<file path="src/rtl/screensaver_motion_ctrl.sv">
// Per-frame motion scheduler for the bouncing screensaver sprite: detects the first
// blanking line, steps X then Y with edge bounce, commits, and flags the sprite window.
module screensaver_motion_ctrl #(
  parameter int H_DISPLAY = 640,
  parameter int V_DISPLAY = 480,
  parameter int SPRITE_W  = 64,
  parameter int SPRITE_H  = 32,
  localparam int UW = $clog2(SPRITE_W),
  localparam int VW = $clog2(SPRITE_H)
) (
  input  logic          clk,
  input  logic          rst_n,
  input  logic [9:0]    hpos,
  input  logic [9:0]    vpos,
  input  logic          display_on,
  input  logic          enable,
  input  logic [2:0]    speed,
  output logic [9:0]    x_pos,
  output logic [9:0]    y_pos,
  output logic          sprite_on,
  output logic [UW-1:0] sprite_u,
  output logic [VW-1:0] sprite_v,
  output logic [2:0]    color_idx,
  output logic          bounce,
  output logic [7:0]    corner_cnt
);

  typedef enum logic [1:0] {S_WAIT, S_X, S_Y, S_COMMIT} state_t;

  typedef struct packed {
    logic [9:0] pos;
    logic       hit;
  } step_t;

  localparam logic [10:0] X_LIM  = 11'(H_DISPLAY - SPRITE_W);
  localparam logic [10:0] Y_LIM  = 11'(V_DISPLAY - SPRITE_H);
  localparam logic [10:0] W_EXT  = 11'(SPRITE_W);
  localparam logic [10:0] H_EXT  = 11'(SPRITE_H);
  localparam logic [9:0]  V_TICK = 10'(V_DISPLAY);

  state_t     state, state_next;
  logic       tick;
  logic [2:0] spd;
  logic       dir_x, dir_y;
  logic       hit_x, hit_y;
  logic [9:0] nx, ny;
  step_t      x_step, y_step;
  logic       in_win;

  // One axis step in 11-bit arithmetic; fwd=1 means moving towards the limit.
  function automatic step_t axis_step(input logic [9:0] pos, input logic [2:0] s,
                                      input logic fwd, input logic [10:0] lim);
    logic [10:0] p_ext;
    logic [10:0] s_ext;
    step_t       r;
    p_ext = {1'b0, pos};
    s_ext = {8'b0, s};
    r.pos = pos;
    r.hit = 1'b0;
    if (fwd) begin
      if (p_ext + s_ext >= lim) begin
        r.pos = lim[9:0];
        r.hit = 1'b1;
      end else begin
        r.pos = pos + {7'b0, s};
      end
    end else if (p_ext < s_ext) begin
      r.pos = '0;
      r.hit = 1'b1;
    end else begin
      r.pos = pos - {7'b0, s};
    end
    return r;
  endfunction

  assign x_step = axis_step(x_pos, spd, dir_x, X_LIM);
  assign y_step = axis_step(y_pos, spd, dir_y, Y_LIM);

  assign in_win = display_on
               && ({1'b0, hpos} >= {1'b0, x_pos}) && ({1'b0, hpos} < {1'b0, x_pos} + W_EXT)
               && ({1'b0, vpos} >= {1'b0, y_pos}) && ({1'b0, vpos} < {1'b0, y_pos} + H_EXT);

  always_ff @(posedge clk or negedge rst_n) begin
    if (!rst_n) begin
      tick  <= 1'b0;
      state <= S_WAIT;
    end else begin
      tick  <= (hpos == 10'd0) && (vpos == V_TICK);
      state <= state_next;
    end
  end

  always_comb begin
    state_next = state;
    case (state)
      S_WAIT:   if (tick && enable) state_next = S_X;
      S_X:      state_next = S_Y;
      S_Y:      state_next = S_COMMIT;
      S_COMMIT: state_next = S_WAIT;
      default:  state_next = S_WAIT;
    endcase
  end

  // Directions flip as soon as an axis is evaluated; a reset mid-sequence clears them anyway.
  always_ff @(posedge clk or negedge rst_n) begin
    if (!rst_n) begin
      spd        <= '0;
      dir_x      <= 1'b1;
      dir_y      <= 1'b1;
      hit_x      <= 1'b0;
      hit_y      <= 1'b0;
      nx         <= '0;
      ny         <= '0;
      x_pos      <= '0;
      y_pos      <= '0;
      color_idx  <= '0;
      corner_cnt <= '0;
      bounce     <= 1'b0;
    end else begin
      bounce <= 1'b0;
      case (state)
        S_WAIT: if (tick && enable) spd <= speed;
        S_X: begin
          nx    <= x_step.pos;
          hit_x <= x_step.hit;
          if (x_step.hit) dir_x <= ~dir_x;
        end
        S_Y: begin
          ny    <= y_step.pos;
          hit_y <= y_step.hit;
          if (y_step.hit) dir_y <= ~dir_y;
        end
        S_COMMIT: begin
          x_pos  <= nx;
          y_pos  <= ny;
          bounce <= hit_x | hit_y;
          if (hit_x | hit_y) color_idx  <= color_idx + 3'd1;
          if (hit_x & hit_y) corner_cnt <= corner_cnt + 8'd1;
        end
        default: ;
      endcase
    end
  end

  always_ff @(posedge clk or negedge rst_n) begin
    if (!rst_n) begin
      sprite_on <= 1'b0;
      sprite_u  <= '0;
      sprite_v  <= '0;
    end else begin
      sprite_on <= in_win;
      sprite_u  <= in_win ? (UW'(hpos) - UW'(x_pos)) : '0;
      sprite_v  <= in_win ? (VW'(vpos) - VW'(y_pos)) : '0;
    end
  end

endmodule

</file>
<file path="config.mk">
export PLATFORM = sky130hd
export DESIGN_NAME = screensaver_motion_ctrl
export DESIGN_NICKNAME = d
export VERILOG_FILES = /design/src/rtl/screensaver_motion_ctrl.sv
export SDC_FILE = /design/constraint.sdc
export NUM_CORES = 1
export LEC_CHECK = 0
export CORE_ASPECT_RATIO = 1.5
export CORE_MARGIN = 1.5
export CORE_UTILIZATION = 53
export CTS_BUF_LIST = sky130_fd_sc_hd__clkbuf_8
export DETAILED_ROUTE_END_ITERATION = 8
export PLACE_DENSITY = 0.9
export SLEW_MARGIN = 0
export SYNTH_ARGS = -nofsm -noshare
export SYNTH_HDL_FRONTEND = slang
export SYNTH_SLANG_ARGS = --single-unit
</file>
<file path="constraint.sdc">
create_clock -name clk -period 5.5 [get_ports clk]
set_input_delay 1.1 -clock clk [delete_from_list [all_inputs] [get_ports clk]]
set_output_delay 1.1 -clock clk [all_outputs]
set_load 0.02 [all_outputs]
</file>
======== Word-level counts from Yosys, hierarchy flattened ========
Index checks and enable logic that the tools add are counted.
operators by class
  add/subtract/negate cells ............... 12
  magnitude comparators ................... 8
  equal/unequal tests ..................... 5
  muxes and demuxes ....................... 15
  bitwise gates (word level) .............. 4
  reductions and logical operators ........ 13
operators by type and width
  kind                                                                                    number
  10-bit 2-to-1 mux                                                                       4
  10-bit by 3-bit adder with 11-bit output                                                2
  10-bit by 11-bit less-than comparator with 1-bit output                                 2
  11-bit 2-to-1 mux                                                                       2
  10-bit by 3-bit adder with 10-bit output                                                2
  10-bit greater-or-equal comparator                                                      2
  10-bit by 3-bit less-than comparator with 1-bit output                                  2
  10-bit by 3-bit subtractor with 10-bit output                                           2
  10-bit by 6-bit adder with 11-bit output (second input constant)                        1
  10-bit by 7-bit adder with 11-bit output (second input constant)                        1
  11-bit by 10-bit greater-or-equal comparator with 1-bit output (second input constant)  1
  11-bit by 9-bit greater-or-equal comparator with 1-bit output (second input constant)   1
  10-bit by 9-bit equality test with 1-bit output (second input constant)                 1
  10-bit zero test                                                                        1
  2-bit AND reduction                                                                     5
  8-bit by 1-bit adder with 8-bit output (second input constant)                          1
  2-bit one-hot mux with 4 select lines                                                   1
  1-bit logical AND                                                                       6
  6-bit 2-to-1 mux                                                                        1
  6-bit subtractor                                                                        1
  1-bit 2-to-1 mux                                                                        5
  5-bit 2-to-1 mux                                                                        1
  5-bit subtractor                                                                        1
  2-bit equality test (second input constant)                                             2
  8 further kinds                                                                         9
word-level totals
  flip-flop bits (word level) ............. 74
  bits of input ports ..................... 27
  word-level logic and storage cells ...... 74

======== Depth between registers and ports, before layout ========
  word-level depth ........................ 6
  depth in mapped cells ................... 11
  gate-level depth less buffers ........... 10

======== Least setup slack after synthesis ========
OpenSTA, ideal clock, no wires.
  path type ............................... input port to flip-flop
  from .................................... in hpos[0]
  to ...................................... reg sprite_u[2]
  arrival time ............................ 2770 ps
  required time ........................... 5364 ps
  slack ................................... 2594 ps
  cell stages on the path ................. 11
  path through ............................ inv_1 -> ha_1 -> inv_1 -> fa_1 -> a21o_1 -> a21oi_1 -> a221oi_1 -> nor3_1 -> a2111o_1 -> clkbuf_1 -> nor3_1
on the way
  longest elaborated chain between the ends .. 6
  elaborated cells between the ends (all ways) .. 8
  those cells by class .................... add/sub: 1; order compare: 2; mux: 1; reduce/logical: 4
RTL lines
  what                                line  text
  start: declaration                  13    input logic [9:0] hpos,
  10-bit greater-or-equal comparator  80    && ({1'b0, hpos} >= {1'b0, x_pos}) && ({1'b0, hpos} < {1'b0, x_pos} + W_EXT)
  1-bit logical AND (2 in series)     80
  1-bit logical AND (2 in series)     81    && ({1'b0, vpos} >= {1'b0, y_pos}) && ({1'b0, vpos} < {1'b0, y_pos} + H_EXT);
  6-bit 2-to-1 mux (*)                152   sprite_u <= in_win ? (UW'(hpos) - UW'(x_pos)) : '0;
  end signal: assignment              152
  end: declaration                    21    output logic [UW-1:0] sprite_u,
Mark *: on every way between the ends. The rest lies on a longest branch, timed or not.
A chain may end at the register's enable or synchronous reset.

======== Worst setup path in the final report ========
  from .................................... in hpos[0]
  to ...................................... reg sprite_v[3]
on the way
  longest elaborated chain between the ends .. 6
  elaborated cells between the ends (all ways) .. 7
  those cells by class .................... order compare: 2; mux: 1; reduce/logical: 4
RTL lines
  what                                 line  text
  10-bit greater-or-equal comparator   80
  1-bit logical AND                    80
  1-bit logical AND (*)                80
  1-bit logical AND (*) (2 in series)  81
  5-bit 2-to-1 mux (*)                 153   sprite_v <= in_win ? (VW'(vpos) - VW'(y_pos)) : '0;
  end signal: assignment               153
  end: declaration                     22    output logic [VW-1:0] sprite_v,
Marked as above.

==> results.toml <==
[run_status]
status = "finished clean"

[floorplanning]
die_w_um = 82.7
core_area_sq_um = 9250
die-area_sq_um = 10100
row_count = 43
ios = 71
die-height_um = 123
start_util = 0.546

[finish]
post-route-util = 0.653
final_nets = 681
regArea_sq_um = 1850
drive_above_1_share = 0.0666
mostFrequentLayoutCells = "dfrtp_1 (72), clkdlybuf4s50_1 (69), ha_1 (52)"
fillers = 702
multi_input_area_sq_um = 2940
final_common_cell = "dfrtp_1"
areaGrowthSynthToFinish_pct = 19.7
antenna_cells = 0
instances_no_fill = 713

[drt]
drcViolationCount = 0
wl_um = 13200
drt.antenna.violating_nets = 0
vias = 4328
dr.pass1.iters = 5
drt-initial-drc-count = 278
wire_per_inst_um = 18.5
vias_per_cell = 6.07

[critical_path]
cp.arrival_ns = 3.55
worst_path_max_delay_cell = "clkdlybuf4s50_1"
crit_path_start_kind = "input pin"
critical_path_class = "input pin to flop"
reg2reg_to = "sprite_v[3]"
slowest_delay_ns = 0.49
cp_max_fo = 12
cp_cell_sequence = "clkdlybuf4s50_1, inv_1, ha_1, inv_1, fa_1, a21o_1, a21oi_1, a221oi_1, nor3_1, a2111o_1, a2111oi_0"
startpoint = "hpos[0]"
rr_worst_depth = 9
worstPathRequired_ns = 5.74
crit_path_frequent_cell = "inv_1"
r2r_start = "y_pos[6]"
cp-end-kind = "flop"
r2r_setup_slack_ns = 2.43

[sta]
final.setup.tns_ns = 0
max_clock_freq_mhz = 302
timing.slew.headroom = 0.363
hold_viol_final = 0
clock_skew_ns = 0.0131
finalCritPeriodShare = 0.601
rsz0062_at_grt = "false"
finalSetupViolations = 0
report.final.slew_viol_count = 0
worst_pin_slew_ns = 0.956
period_needed_ns = 3.31
hold_ws_ns = 0.484

[grt]
first_global_vias = 4379
track_usage = 0.281
antenna_found_initial = 0
grt_pass1_wl_um = 21500
grt_overflow = 0
grt_max_degree = 75

[pwr]
switching_share = 0.418
clkPwrFrac = 0.201
leakage_nw = 2.56
power_frac_comb = 0.461
p_int_mw = 1.37
powerDensity_nw_per_um2 = 390
switchingPower_uw = 987
vdd_drop_max_mv = 0.254
p_seq_frac = 0.338

[placement]
numPortBuffers = 70
place_inst = 697
gp_congestion = 0.962
post-dp-hpwl_um = 9800

[synthesis]
ys_seq_area_frac = 0.367
avgSynthCellArea_sq_um = 9.49
synth_nets = 617
synth_edf_count = 0
async_flop_share = 1.00
synth_warnings = 0
syn-instance-count = 532
synth-seq-cells = 74
syn-cell-area_sq_um = 5050
ys_types = 67
yosys_most_used_dff = "dfrtp_1"

[worst_hold_path]
hp-class = "flop to flop"
hold_path_depth = 2
holdPathEnd = "y_pos[4]"
min_from = "ny[4]"

[clock_tree]
root_buffer = "clkbuf_8"
htreeDepth = 3
worstSkewPairLatency_ns = 0.37
clkSinkCount = 74
cts_buffers = 9
clkTransAtPathRegs_ns = 0.08
cts_max_path_buffers = 2
cts_setup_buffers = 0
ctsHoldBuffers = 0
cts_tree = "built"
post_cts_resized = 0

[job]
max_cap_violations = 0
==> per-layer routing <==
metal / global-route usage / routed length (um) / vias up
met2: 0.485 / 7030 / 144
met3: 0.0409 / 520 / 42
li1: - / - / 2019
met4: 0.157 / 595 / 0
met5: 0 / 0 / -
met1: 0.325 / 5070 / 2123
==> how the worst max path moves through the flow <==
stage | to | depth (start not counted) | slack, ns
final | sprite_v[3] | 11 | 2.19
after global routing | sprite_v[3] | 11 | 2.00
after CTS | sprite_v[3] | 11 | 2.21
after detailed placement | sprite_v[3] | 11 | 1.82
after global placement | sprite_u[3] | 11 | 1.91
after floorplan | sprite_u[2] | 11 | 2.59
==> cells in the mapped netlist, drive strengths merged, types with 8 or more instances <==
master | count | share of area
nand2 | 50 | 0.037
nor3 | 18 | 0.018
nand3 | 20 | 0.020
dfrtp | 72 | 0.36
clkbuf | 16 | 0.012
nor2 | 24 | 0.018
o21ai | 39 | 0.039
a21oi | 16 | 0.016
xnor2 | 35 | 0.061
o221ai | 8 | 0.014
ha | 52 | 0.13
nor2b | 9 | 0.012
and3 | 8 | 0.010
inv | 47 | 0.035
==> final cells by class <==
| cell class | instances | share of cell area |
|---|---|---|
| well taps | 112 | 0.0232 |
| multi-input cells | 391 | 0.486 |
| clock buffers | 10 | 0.0228 |
| repair buffers | 72 | 0.118 |
| flip-flops and latches | 74 | 0.307 |
| inverters | 48 | 0.0298 |
| clock inverters | 6 | 0.0135 |
==> registers in the layout, summed over array words and instances, names as in the netlist <==
register,flops
nx,10
ny,10
x_pos,10
y_pos,10
corner_cnt,8
sprite_u,6
sprite_v,5
color_idx,3
spd,3
state,2
bounce,1
dir_x,1
dir_y,1
hit_x,1
hit_y,1
sprite_on,1
tick,1
==> power by group through the flow <==
stage	Combinational, mW	Sequential, mW	Clock [mW]
after CTS	1.08	0.796	0.484
after global routing	1.19	0.812	0.506
after floorplan	0.668	0.837	0
after global placement	1.02	0.796	0
after detailed placement	1.07	0.805	0
final	1.09	0.797	0.475
==> per-stage QoR <==
step                setup slack [ns]  power [mW]  area [sq um]
finish                          2.19        2.36          6040
global route                    2.00        2.51          6040
CTS                             2.21        2.36          6040
detailed placement              1.82        1.88          5830
global placement                1.91        1.82          5830
floorplan                       2.59        1.51          5050
==> worst max-delay path, delay by kind of cell <==
kind | cells | cell delay [ns]
AO/OA/AOI/OAI | 5 | 1.37
adder cells (fa/ha/maj) | 2 | 0.39
AND/OR/NAND/NOR | 1 | 0.08
buffers and inverters | 3 | 0.61
==> kinds of logic (layout without fill, tap and decap cells) <==
kind of cell | Yosys count | after routing | synth area share
DFF | 74 | 74 | 0.367
xor gates and xnor gates | 40 | 40 | 0.0694
muxes | 8 | 8 | 0.0171
AOI/OAI and AO/OA | 123 | 123 | 0.179
buffers and inverters | 67 | 136 | 0.0505
adders and majority gates | 58 | 58 | 0.153
and+or+nand+nor | 162 | 162 | 0.164
Power figures use the tool's default switching activity.
